[config.mk]
export PLATFORM = sky130hd
export DESIGN_NAME = enemy_hit_detector
export DESIGN_NICKNAME = d
export VERILOG_FILES = /design/src/rtl/enemy_hit_detector.sv
export SDC_FILE = /design/constraint.sdc
export NUM_CORES = 1
export LEC_CHECK = 0
export ABC_AREA = 1
export CORE_MARGIN = 3
export CORE_UTILIZATION = 40
export CTS_CLUSTER_SIZE = 20
export DETAILED_ROUTE_END_ITERATION = 8
export PLACE_DENSITY = 0.6
export SLEW_MARGIN = 5
export SYNTH_ARGS = -nofsm -noshare
export SYNTH_HDL_FRONTEND = slang
export SYNTH_SLANG_ARGS = --single-unit
[constraint.sdc]
create_clock -name clk -period 1.5 [get_ports clk]
set_input_delay 0.225 -clock clk [delete_from_list [all_inputs] [get_ports clk]]
set_output_delay 0.225 -clock clk [all_outputs]
set_load 0.01 [all_outputs]
[src/rtl/enemy_hit_detector.sv]
// -----------------------------------------------------------------------------
// enemy_hit_detector
//
// Per-enemy damage tracker. Collects pixel overlaps between the enemy and the
// three player bullets over one video frame. At each frame boundary it applies
// at most one damage, then steps a health/invulnerability state machine.
//
// Ports:
//   clk            pixel clock (only clock)
//   reset          synchronous active-high reset
//   startOfFrame   one-cycle frame-boundary strobe
//   enemyDR        enemy drawing request, current pixel
//   bulletDR[2:0]  drawing requests of player bullets 0..2, current pixel
//   pause          freezes damage evaluation and the flash counter
//   shotCollision  one-cycle pulse on the kill frame, bit i = bullet i hit
//   bulletHit      one-cycle pulse per evaluated frame, bit i = bullet i despawns
//   hitFlash       high while invulnerable after a non-lethal hit
//   killed         high once the enemy is dead
//   hitCount       damaged frames taken so far (saturates at HITS_TO_KILL)
// -----------------------------------------------------------------------------
module enemy_hit_detector #(
  parameter int HITS_TO_KILL = 3,
  parameter int FLASH_FRAMES = 20
) (
  input  logic       clk,
  input  logic       reset,
  input  logic       startOfFrame,
  input  logic       enemyDR,
  input  logic [2:0] bulletDR,
  input  logic       pause,
  output logic [2:0] shotCollision,
  output logic [2:0] bulletHit,
  output logic       hitFlash,
  output logic       killed,
  output logic [3:0] hitCount
);

  localparam logic [3:0] KILL_CNT  = 4'(HITS_TO_KILL);
  localparam logic [5:0] FLASH_LEN = 6'(FLASH_FRAMES);

  typedef enum logic [1:0] {ALIVE, FLASH, DEAD} state_t;

  // Damage counter never wraps past the kill threshold.
  function automatic logic [3:0] sat_inc(input logic [3:0] cnt);
    return (cnt >= KILL_CNT) ? KILL_CNT : cnt + 4'd1;
  endfunction

  // Stage 0: pixel overlap and next-state computation
  logic [2:0] ov_p0;
  logic [2:0] acc_p0;
  state_t     state_p0;
  logic [5:0] flash_cnt_p0;
  logic [3:0] hit_count_p0;
  logic [2:0] bullet_hit_p0;
  logic [2:0] shot_p0;

  // Stage 1: registered state and outputs
  logic [2:0] acc_p1;
  state_t     state_p1;
  logic [5:0] flash_cnt_p1;
  logic [3:0] hit_count_p1;
  logic [2:0] bullet_hit_p1;
  logic [2:0] shot_p1;

  assign ov_p0 = bulletDR & {3{enemyDR}};

  always_comb begin
    state_p0      = state_p1;
    flash_cnt_p0  = flash_cnt_p1;
    hit_count_p0  = hit_count_p1;
    bullet_hit_p0 = 3'b000;
    shot_p0       = 3'b000;
    // The boundary pixel already belongs to the new frame.
    acc_p0        = startOfFrame ? ov_p0 : (acc_p1 | ov_p0);

    if (startOfFrame && !pause) begin
      unique case (state_p1)
        ALIVE: begin
          if (acc_p1 != 3'b000) begin
            bullet_hit_p0 = acc_p1;
            hit_count_p0  = sat_inc(hit_count_p1);
            if (hit_count_p0 == KILL_CNT) begin
              state_p0 = DEAD;
              shot_p0  = acc_p1;
            end else begin
              state_p0     = FLASH;
              flash_cnt_p0 = FLASH_LEN;
            end
          end
        end
        FLASH: begin
          // Bullets still despawn while invulnerable, but deal no damage.
          bullet_hit_p0 = acc_p1;
          flash_cnt_p0  = flash_cnt_p1 - 6'd1;
          if (flash_cnt_p1 == 6'd1) state_p0 = ALIVE;
        end
        default: ;  // DEAD absorbs until reset
      endcase
    end
  end

  always_ff @(posedge clk) begin
    if (reset) begin
      acc_p1        <= 3'b000;
      state_p1      <= ALIVE;
      flash_cnt_p1  <= 6'd0;
      hit_count_p1  <= 4'd0;
      bullet_hit_p1 <= 3'b000;
      shot_p1       <= 3'b000;
    end else begin
      acc_p1        <= acc_p0;
      state_p1      <= state_p0;
      flash_cnt_p1  <= flash_cnt_p0;
      hit_count_p1  <= hit_count_p0;
      bullet_hit_p1 <= bullet_hit_p0;
      shot_p1       <= shot_p0;
    end
  end

  assign shotCollision = shot_p1;
  assign bulletHit     = bullet_hit_p1;
  assign hitFlash      = (state_p1 == FLASH);
  assign killed        = (state_p1 == DEAD);
  assign hitCount      = hit_count_p1;

endmodule
; ---- Word-level counts from Yosys, hierarchy flattened
; Index checks and enable logic that the tools add are counted.
[totals]
reg_bits = 21
output_inout_bits = 12
wordCells = 43
[op_classes]
add_sub_neg = 2
magnitude_cmp = 1
eq_ne = 7
muxes = 11
bitwise_logic = 6
reduce_logical = 10
[op_table]
columns = cell, count
row1 = 2-to-1 mux 6 bit, 2
row2 = case mux 6 bit (2 select lines), 1
row3 = AND reduction 4 bit, 2
row4 = == test 6 x 1 -> 1 bit (second input constant), 1
row5 = 2-to-1 mux 2 bit, 3
row6 = 2-to-1 mux 3 bit, 2
row7 = case mux 3 bit (2 select lines), 1
row8 = subtractor 6 x 1 -> 6 bit (second input constant), 1
row9 = OR reduction 5 bit, 1
row10 = adder 4 x 1 -> 4 bit (second input constant), 1
row11 = == test 4 x 2 -> 1 bit (second input constant), 1
row12 = >= comparator 4 x 2 -> 1 bit (second input constant), 1
row13 = 2-to-1 mux 4 bit, 1
row14 = inequality test 2 bit (second input constant), 2
row15 = inverter 1 bit, 4
row16 = case mux 2 bit (2 select lines), 1
row17 = bitwise AND 3 bit, 1
row18 = OR 3 bit, 1
row19 = AND reduction 3 bit, 1
row20 = nonzero test 3 bit, 1
row21 = == test 2 x 1 -> 1 bit (second input constant), 1
row22 = == test 2 bit (second input constant), 1
row23 = logical NOT 2 bit, 1
row24 = inequality test 2 x 1 -> 1 bit (second input constant), 1
row25 = other kinds (4), 4

; ---- Longest topological paths before layout
; Gate-level depths: netlist (run 1).
[logic_depth]
word_depth = 6
mapped_depth = 9
depth_no_buf = 9

; ---- Worst setup path before layout (run 1)
; Ideal clock, no wire load.
[synth_path]
path_type = register to register
from = register hit_count_p1[0], in the netlist hitCount[0]
to = register flash_cnt_p1[1]
setup_time_ns = 0.113
t_arrival_ns = 1.236
t_required_ns = 1.387
slack_ns = 0.151
stages_incl_launch_ff = 8
synth_period_minus_slack_ns = 1.349
path_cell_list = dfxtp_1 > ha_1 > inv_1 > nand3_1 > nand3_4 > nand3_4 > nand2_2 > nor2_2
[synth_between]
elab_chain_cells = 5
elab_cells_between_ends = 6
cone_classes = 1 x add/sub / 1 x order compare / 2 x eq/ne / 1 x mux / 1 x reduce/logical
[synth_rtl]
columns = item, line_no
row1 = "start, declared", 61  ; logic [3:0] hit_count_p1;
row2 = "start signal, assigned", 114  ; hit_count_p1 <= hit_count_p0;
row3 = adder 4 x 1 -> 4 bit or >= comparator 4 x 2 -> 1 bit (tied branches), 45  ; return (cnt >= KILL_CNT) ? KILL_CNT : cnt + 4'd1;
row4 = 2-to-1 mux 4 bit *, 45
row5 = == test 4 x 2 -> 1 bit *, 82  ; if (hit_count_p0 == KILL_CNT) begin
row6 = inequality test 2 bit (no line) *, n/a
row7 = AND reduction 4 bit (no line) *, n/a
row8 = "end signal, assigned", 113  ; flash_cnt_p1 <= flash_cnt_p0;
row9 = "end, declared", 60  ; logic [5:0] flash_cnt_p1;
; Every way passes the cells marked *; elsewhere a longest branch is shown, timed or not.
; A chain may end at the register's enable or synchronous reset.

; ---- Worst setup path in the final report (run 1)
[layout_path]
from = register hit_count_p1[1], in the netlist hitCount[1]
to = output hitCount[1]
[layout_lines]
columns = item, line_no
row1 = "end, declared", 35  ; output logic [3:0] hitCount
; No word-level cell between the ends.

==> out/results.txt, run 1 <==
CP startpoint kind -> flip-flop
Setup TNS -> 0 ns
FF-to-FF Start -> hitCount[0]$_SDFFE_PP0P_
Fillers -> 229
Placed cells -> 182
Layout cells sized above 1 -> 23.90%
Worst path slowest cell -> clkdlybuf4s50_1
Worst slew margin -> 80.13%
Final Hold Viols -> 0
Combinational share of power -> 22.1%
Final Hold Slack -> 0.4848 ns
Main combinational cell family by area after synthesis -> simple AND/OR/NAND/NOR gates
Power share of the clock group -> 24.6%
Vias -> 890
Seq cells post-synth -> 21
Largest net degree at the start of global routing -> 12
First-pass GRT wire length -> 3.643 mm
DR iter-0 viols -> 25
Critical Path RT -> 1.27 ns
Maximum buffer depth of the clock tree -> 2
Initial Utilization -> 44.17%
# port buffers -> 19
Critical path buffers and inverters -> 1
Die X -> 56.83 um
GRT Total Usage -> 14.20%
Crit. Startpoint -> hitCount[1]$_SDFFE_PP0P_
Synth cell types -> 23
CTS Root Cell -> clkbuf_4
Total CTS buffers -> 3
Post-synthesis sequential area ratio -> 40.68%
Total power -> 1.117 mW
Crit path capture type -> primary output
WL/cell -> 11.79 um
Core ar. -> 2340 um2
Leak -> 0.5911 nW
Vias in the first global route -> 832
Final Cycle Share -> 95.45%
DRC -> 0
Peak supply drop -> 519.2 uV
Final WL -> 2.205 mm
Crit path max-delay family -> buffers and inverters
Max incr delay on CP -> 0.54 ns
Skew-Pair Late Insertion Delay -> 0.30 ns
Post-Synth XOR/XNOR Area -> 0%
CTS HTree Levels -> 1
Syn Inst Count -> 133
Die area -> 3230 um2
Worst Hold Class -> reg -> reg
Hold Buf Count CTS -> 0
Crit path cell chain -> clkdlybuf4s50_1
Postcts setup bufs -> 0
Final Setup Violations -> 0
Net Sw Power -> 335.6 uW
Max-cap violations -> 0
Synth Net Count -> 144
Flop pwr share -> 53.3%
Non-filler cells, final -> 187
Die height -> 56.83 um
Synthesis-to-finish area growth -> 28.93%
Core Rows -> 17
Syn Area/Cell -> 7.771 um2
Crit Path Category -> reg -> out
CTS tree -> done
Syn Std Cell Area -> 1033 um2
Post-synthesis simple-gate area fraction -> 39.59%
Detailed-route vias per instance -> 4.759
Synth Area in Adders -> 3.632%
Fmax -> 698.5 MHz
Pwr dens -> 838.1 nW/um2
Final Critical Period -> 1.432 ns
CP Max Fanout -> 3
Multiplexer share of the synthesized area -> 0%
RSZ-0062 raised after global routing -> no
Syn. warnings -> 0
Initial antenna violation count -> 0
CTS clk-pin slew, worst paths -> 0.11 ns
Sw Share -> 30.05%
Layout Nets -> 171
HP Start -> hitCount[3]$_SDFFE_PP0P_
Run status -> finished, final reports clean
Worst-margin pin slew -> 0.2968 ns
Drt pass-1 iters -> 4
Post-DP HPWL -> 1.657 mm
Count of pins over their slew limit -> 0
Internal power -> 781.2 uW
Post-route ant nets -> 0
Data arrival time of the critical path -> 1.21 ns
Inserted Diodes -> 0
Compound-cell area share of the yosys netlist -> 8.111%
# IOs -> 20
Placer congestion estimate -> 0.7426
GR Overflow Total -> 0
Num Clock Sinks -> 21
Worst clock skew -> 0.001939 ns
==> synthesized netlist by cell type (all sizes together) <==
master | count | area, um2
nor2 | 27 | 133.9
nand2 | 26 | 117.6
dfxtp | 21 | 420.4
inv | 19 | 78.82
nand3 | 17 | 130.1
a21oi | 10 | 61.31
ha | 3 | 37.54
nor3 | 3 | 15.01
o21ai | 3 | 15.01
clkbuf | 1 | 3.750
nand4 | 1 | 6.260
o211ai | 1 | 7.510
or2 | 1 | 6.260
==> routing by layer <==
layer	up-vias	part of all wire, %	global-route usage [%]
met2	17	45	21.78
met3	2	3.4	4.138
met4	0	0.77	3.974
met1	397	50	19.28
met5	-	0	0
li1	474	-	-
==> power by group through the flow <==
stage | Sequential, mW | Combinational, mW | Clock, mW
floorplan | 0.608 | 0.168 | 0
global placement | 0.608 | 0.237 | 0
detailed placement | 0.609 | 0.239 | 0
CTS | 0.595 | 0.239 | 0.288
global route | 0.599 | 0.278 | 0.309
finish | 0.595 | 0.247 | 0.274
==> final cells by class <==
cell class	instances	area, um2	area share [%]
flip-flops and latches	21	430.4	32.30
inverters	19	78.83	5.915
multi-input cells	93	548.0	41.13
repair buffers	22	214.0	16.06
clock buffers	4	26.28	1.972
well taps	28	35.03	2.629
==> layout by cell type (no fill, tap or decap), drive strengths merged, types with 3 or more instances in the layout <==
cell type	instances
clkdlybuf4s50	14
nor3	3
dlygate4sd2	3
buf	3
inv	19
nand3	18
nor2	27
o21ai	3
a21oi	10
clkbuf	4
ha	3
dfxtp	21
nand2	26
==> worst paths after layout <==
path                                                     end  slack, ns  depth (start not counted)
worst max register to register  flash_cnt_p1[5]$_SDFFE_PP0P_       0.10                          7
worst max-delay path                             hitCount[1]       0.07                          1
worst min-delay path                hitCount[3]$_SDFFE_PP0P_       0.48                          2
worst min register to register      hitCount[3]$_SDFFE_PP0P_       0.48                          2
==> logic make-up after synthesis <==
family | after synthesis
AO/OA/AOI/OAI | 14
adder cells (fa/ha/maj) | 3
buffers and inverters | 20
flip-flops | 21
AND/OR/NAND/NOR | 75
==> repair_timing <==
| action | CTS | global route |
|---|---|---|
| gates resized for setup | 8 | 5 |
| endpoints found under the hold margin | 0 | 0 |
| cloned | 0 | 1 |
| setup endpoints to repair | 4 | 8 |
| pin swaps | 0 | 1 |
==> through the flow <==
step	setup WS, ns	util [%]	cell area, um2
after floorplan	0.1511	-	1033
after global placement	-0.04940	54.60	1277
after detailed placement	-0.06009	54.60	1277
after CTS	0.001974	55.94	1309
after global routing	0.003264	56.95	1333
final	0.06830	56.95	1333
==> flip-flops by register name, summed over array words and instances (netlist names) <==
signal	flops
flash_cnt_p1	6
hitCount	4
acc_p1	3
bulletHit	3
shotCollision	3
state_p1	2
No activity file was read; power rests on OpenSTA's default activity.
==> run 2: changes to the inputs <==
--- a/config.mk
+++ b/config.mk
@@ -7,10 +7,10 @@
 export LEC_CHECK = 0
 export ABC_AREA = 1
 export CORE_MARGIN = 3
-export CORE_UTILIZATION = 40
+export CORE_UTILIZATION = 50
 export CTS_CLUSTER_SIZE = 20
 export DETAILED_ROUTE_END_ITERATION = 8
-export PLACE_DENSITY = 0.6
+export PLACE_DENSITY = 0.73
 export SLEW_MARGIN = 5
 export SYNTH_ARGS = -nofsm -noshare
 export SYNTH_HDL_FRONTEND = slang
==> out/results.txt, run 2 (same netlist as run 1, synthesis figures left out) <==
Max reg flops -> 6 (unchanged)
Core Rows -> 15 (-2)
CTS HTree Levels -> 1 (unchanged)
Worst clock skew -> 0.005798 ns (+0.003859 ns)
Combinational share of power -> 22.4% (+0.3 points)
Max incr delay on CP -> 0.55 ns (about the same)
Drt pass-1 iters -> 5 (+1)
Count of pins over their slew limit -> 0 (unchanged)
DR iter-0 viols -> 8 (-68%)
First-pass GRT wire length -> 3.719 mm (+2.1%)
Post-DP HPWL -> 1.615 mm (-2.5%)
Peak supply drop -> 581.1 uV (+12%)
Final Hold Viols -> 0 (unchanged)
Flop pwr share -> 53.6% (+0.3 points)
Setup TNS -> 0 ns (unchanged)
GR Overflow Total -> 0 (unchanged)
# IOs -> 20 (unchanged)
RSZ-0062 raised after global routing -> yes
Sw Share -> 30.02% (about the same)
Most flop-heavy register -> flash_cnt_p1
Core ar. -> 1839 um2 (-21%)
DRC -> 0 (unchanged)
Detailed-route vias per instance -> 4.984 (+4.7%)
Worst-margin pin slew -> 0.2490 ns (-0.04775 ns)
Layout cells sized above 1 -> 24.53% (+0.63 points)
Final Setup Violations -> 0 (unchanged)
Multi-input logic area -> 548.0 um2 (unchanged)
Power share of the clock group -> 24.0% (-0.6 points)
Initial antenna violation count -> 0 (unchanged)
Final Critical Period -> 1.443 ns (+0.01173 ns)
Crit path capture type -> primary output
CP Max Fanout -> 3 (unchanged)
CTS tree -> done
WL/cell -> 11.67 um (-1.0%)
Post-route ant nets -> 0 (unchanged)
Worst path slowest cell -> clkdlybuf4s50_1
Critical path buffers and inverters -> 1 (unchanged)
Critical Path RT -> 1.27 ns (about the same)
Final Util -> 72.38% (+15 points)
# port buffers -> 19 (unchanged)
Data arrival time of the critical path -> 1.22 ns (about the same)
Crit path cell chain -> clkdlybuf4s50_1
Skew-Pair Late Insertion Delay -> 0.29 ns (about the same)
Internal power -> 776.1 uW (-0.66%)
Die height -> 51.47 um (-9.4%)
Max-cap violations -> 0 (unchanged)
Total CTS buffers -> 3 (unchanged)
Postcts setup bufs -> 0 (unchanged)
Most frequent cells in the layout -> 22 x nand2_1, 20 x nor2_1, 17 x dfxtp_1, 15 x inv_1, 15 x clkdlybuf4s50_1
Die X -> 51.47 um (-9.4%)
Net Sw Power -> 333.0 uW (-0.79%)
CP startpoint kind -> flip-flop
Final WL -> 2.148 mm (-2.6%)
Storage cell area -> 430.4 um2 (unchanged)
Fillers -> 162 (-29%)
Most common cell after layout, fill and taps aside -> nand2_1
Final Cycle Share -> 96.23% (+0.78 points)
Die area -> 2649 um2 (-18%)
Pwr dens -> 833.1 nW/um2 (-0.60%)
Largest net degree at the start of global routing -> 13 (+1)
GRT Total Usage -> 18.00% (+3.8 points)
Crit Path Category -> reg -> out
Synthesis-to-finish area growth -> 28.81% (about the same)
Placed cells -> 179 (-1.6%)
Crit path max-delay family -> buffers and inverters
Vias in the first global route -> 856 (+2.9%)
Inserted Diodes -> 0 (unchanged)
Fmax -> 692.8 MHz (-0.81%)
Num Clock Sinks -> 21 (unchanged)
Total power -> 1.109 mW (-0.70%)
CTS clk-pin slew, worst paths -> 0.12 ns (about the same)
Hold Buf Count CTS -> 0 (unchanged)
Vias -> 917 (+3.0%)
Maximum buffer depth of the clock tree -> 2 (unchanged)
Worst slew margin -> 83.33% (+3.2 points)
Layout Nets -> 171 (unchanged)
Placer congestion estimate -> 0.7870 (+6.0%)
Run status -> finished, final reports clean
Non-filler cells, final -> 184 (-1.6%)
Leak -> 0.5890 nW (-0.35%)
Worst Hold Class -> reg -> reg
CTS Root Cell -> clkbuf_4
Initial Utilization -> 56.19% (+12 points)
run 2: cell count changes in the layout (fill, tap and decap cells not counted):
cell and change:
clkbuf_1 -1, dlygate4sd2_1 -1, clkdlybuf4s50_1 +1, clkinv_2 +1
run 2: layout make-up:
type / count / share of cell area [%]
multi-input cells: 93 / 41.17
flip-flops and latches: 21 / 32.33
repair buffers: 22 / 16.17
inverters: 19 / 5.921
well taps: 25 / 2.350
clock buffers: 3 / 1.692
clock inverters: 1 / 0.3759
run 2: final timing paths:
check	start	end	slack [ns]	cells after the start
max	hitCount[1]$_SDFFE_PP0P_	hitCount[1]	0.06	1
min	hitCount[3]$_SDFFE_PP0P_	hitCount[3]$_SDFFE_PP0P_	0.47	2
max reg2reg	hitCount[0]$_SDFFE_PP0P_	flash_cnt_p1[1]$_SDFFE_PP0P_	0.09	7
min reg2reg	hitCount[3]$_SDFFE_PP0P_	hitCount[3]$_SDFFE_PP0P_	0.47	2
run 2: power groups by stage:
stage / sequential [mW] / clock, mW / combinational, mW
after floorplan: 0.608 / 0 / 0.168
after global placement: 0.608 / 0 / 0.235
after detailed placement: 0.609 / 0 / 0.237
after CTS: 0.595 / 0.277 / 0.238
after global routing: 0.597 / 0.306 / 0.278
final: 0.595 / 0.266 / 0.248
run 2: timing repair:
action	in CTS	in global routing
gates resized for setup	7	5
setup endpoints to repair	3	9
pin swaps	0	1
cloned	0	1
run 2: per-layer routing:
layer	vias to the layer above	wire, um	track usage, %
met4	0	7	1.310
li1	480	-	-
met2	21	1013	31.14
met5	-	0	0
met1	414	1015	24.37
met3	2	112	2.915
run 2: through the flow:
step	hold WS, ns	worst slack, ns	cell area [um2]
2_1_floorplan	0.3018	0.1511	1033
3_3_place_gp	0.4656	-0.03566	1274
3_5_place_dp	0.4617	-0.04582	1274
4_1_cts	0.4835	0.03216	1308
5_1_grt	0.5001	-0.04253	1331
6_report	0.4710	0.05657	1331
run 2: worst min-delay path, cell delays in order (launching register included):
cell and delay (ns):
dfxtp_2 0.35, nand2_1 0.06, nor2_1 0.04
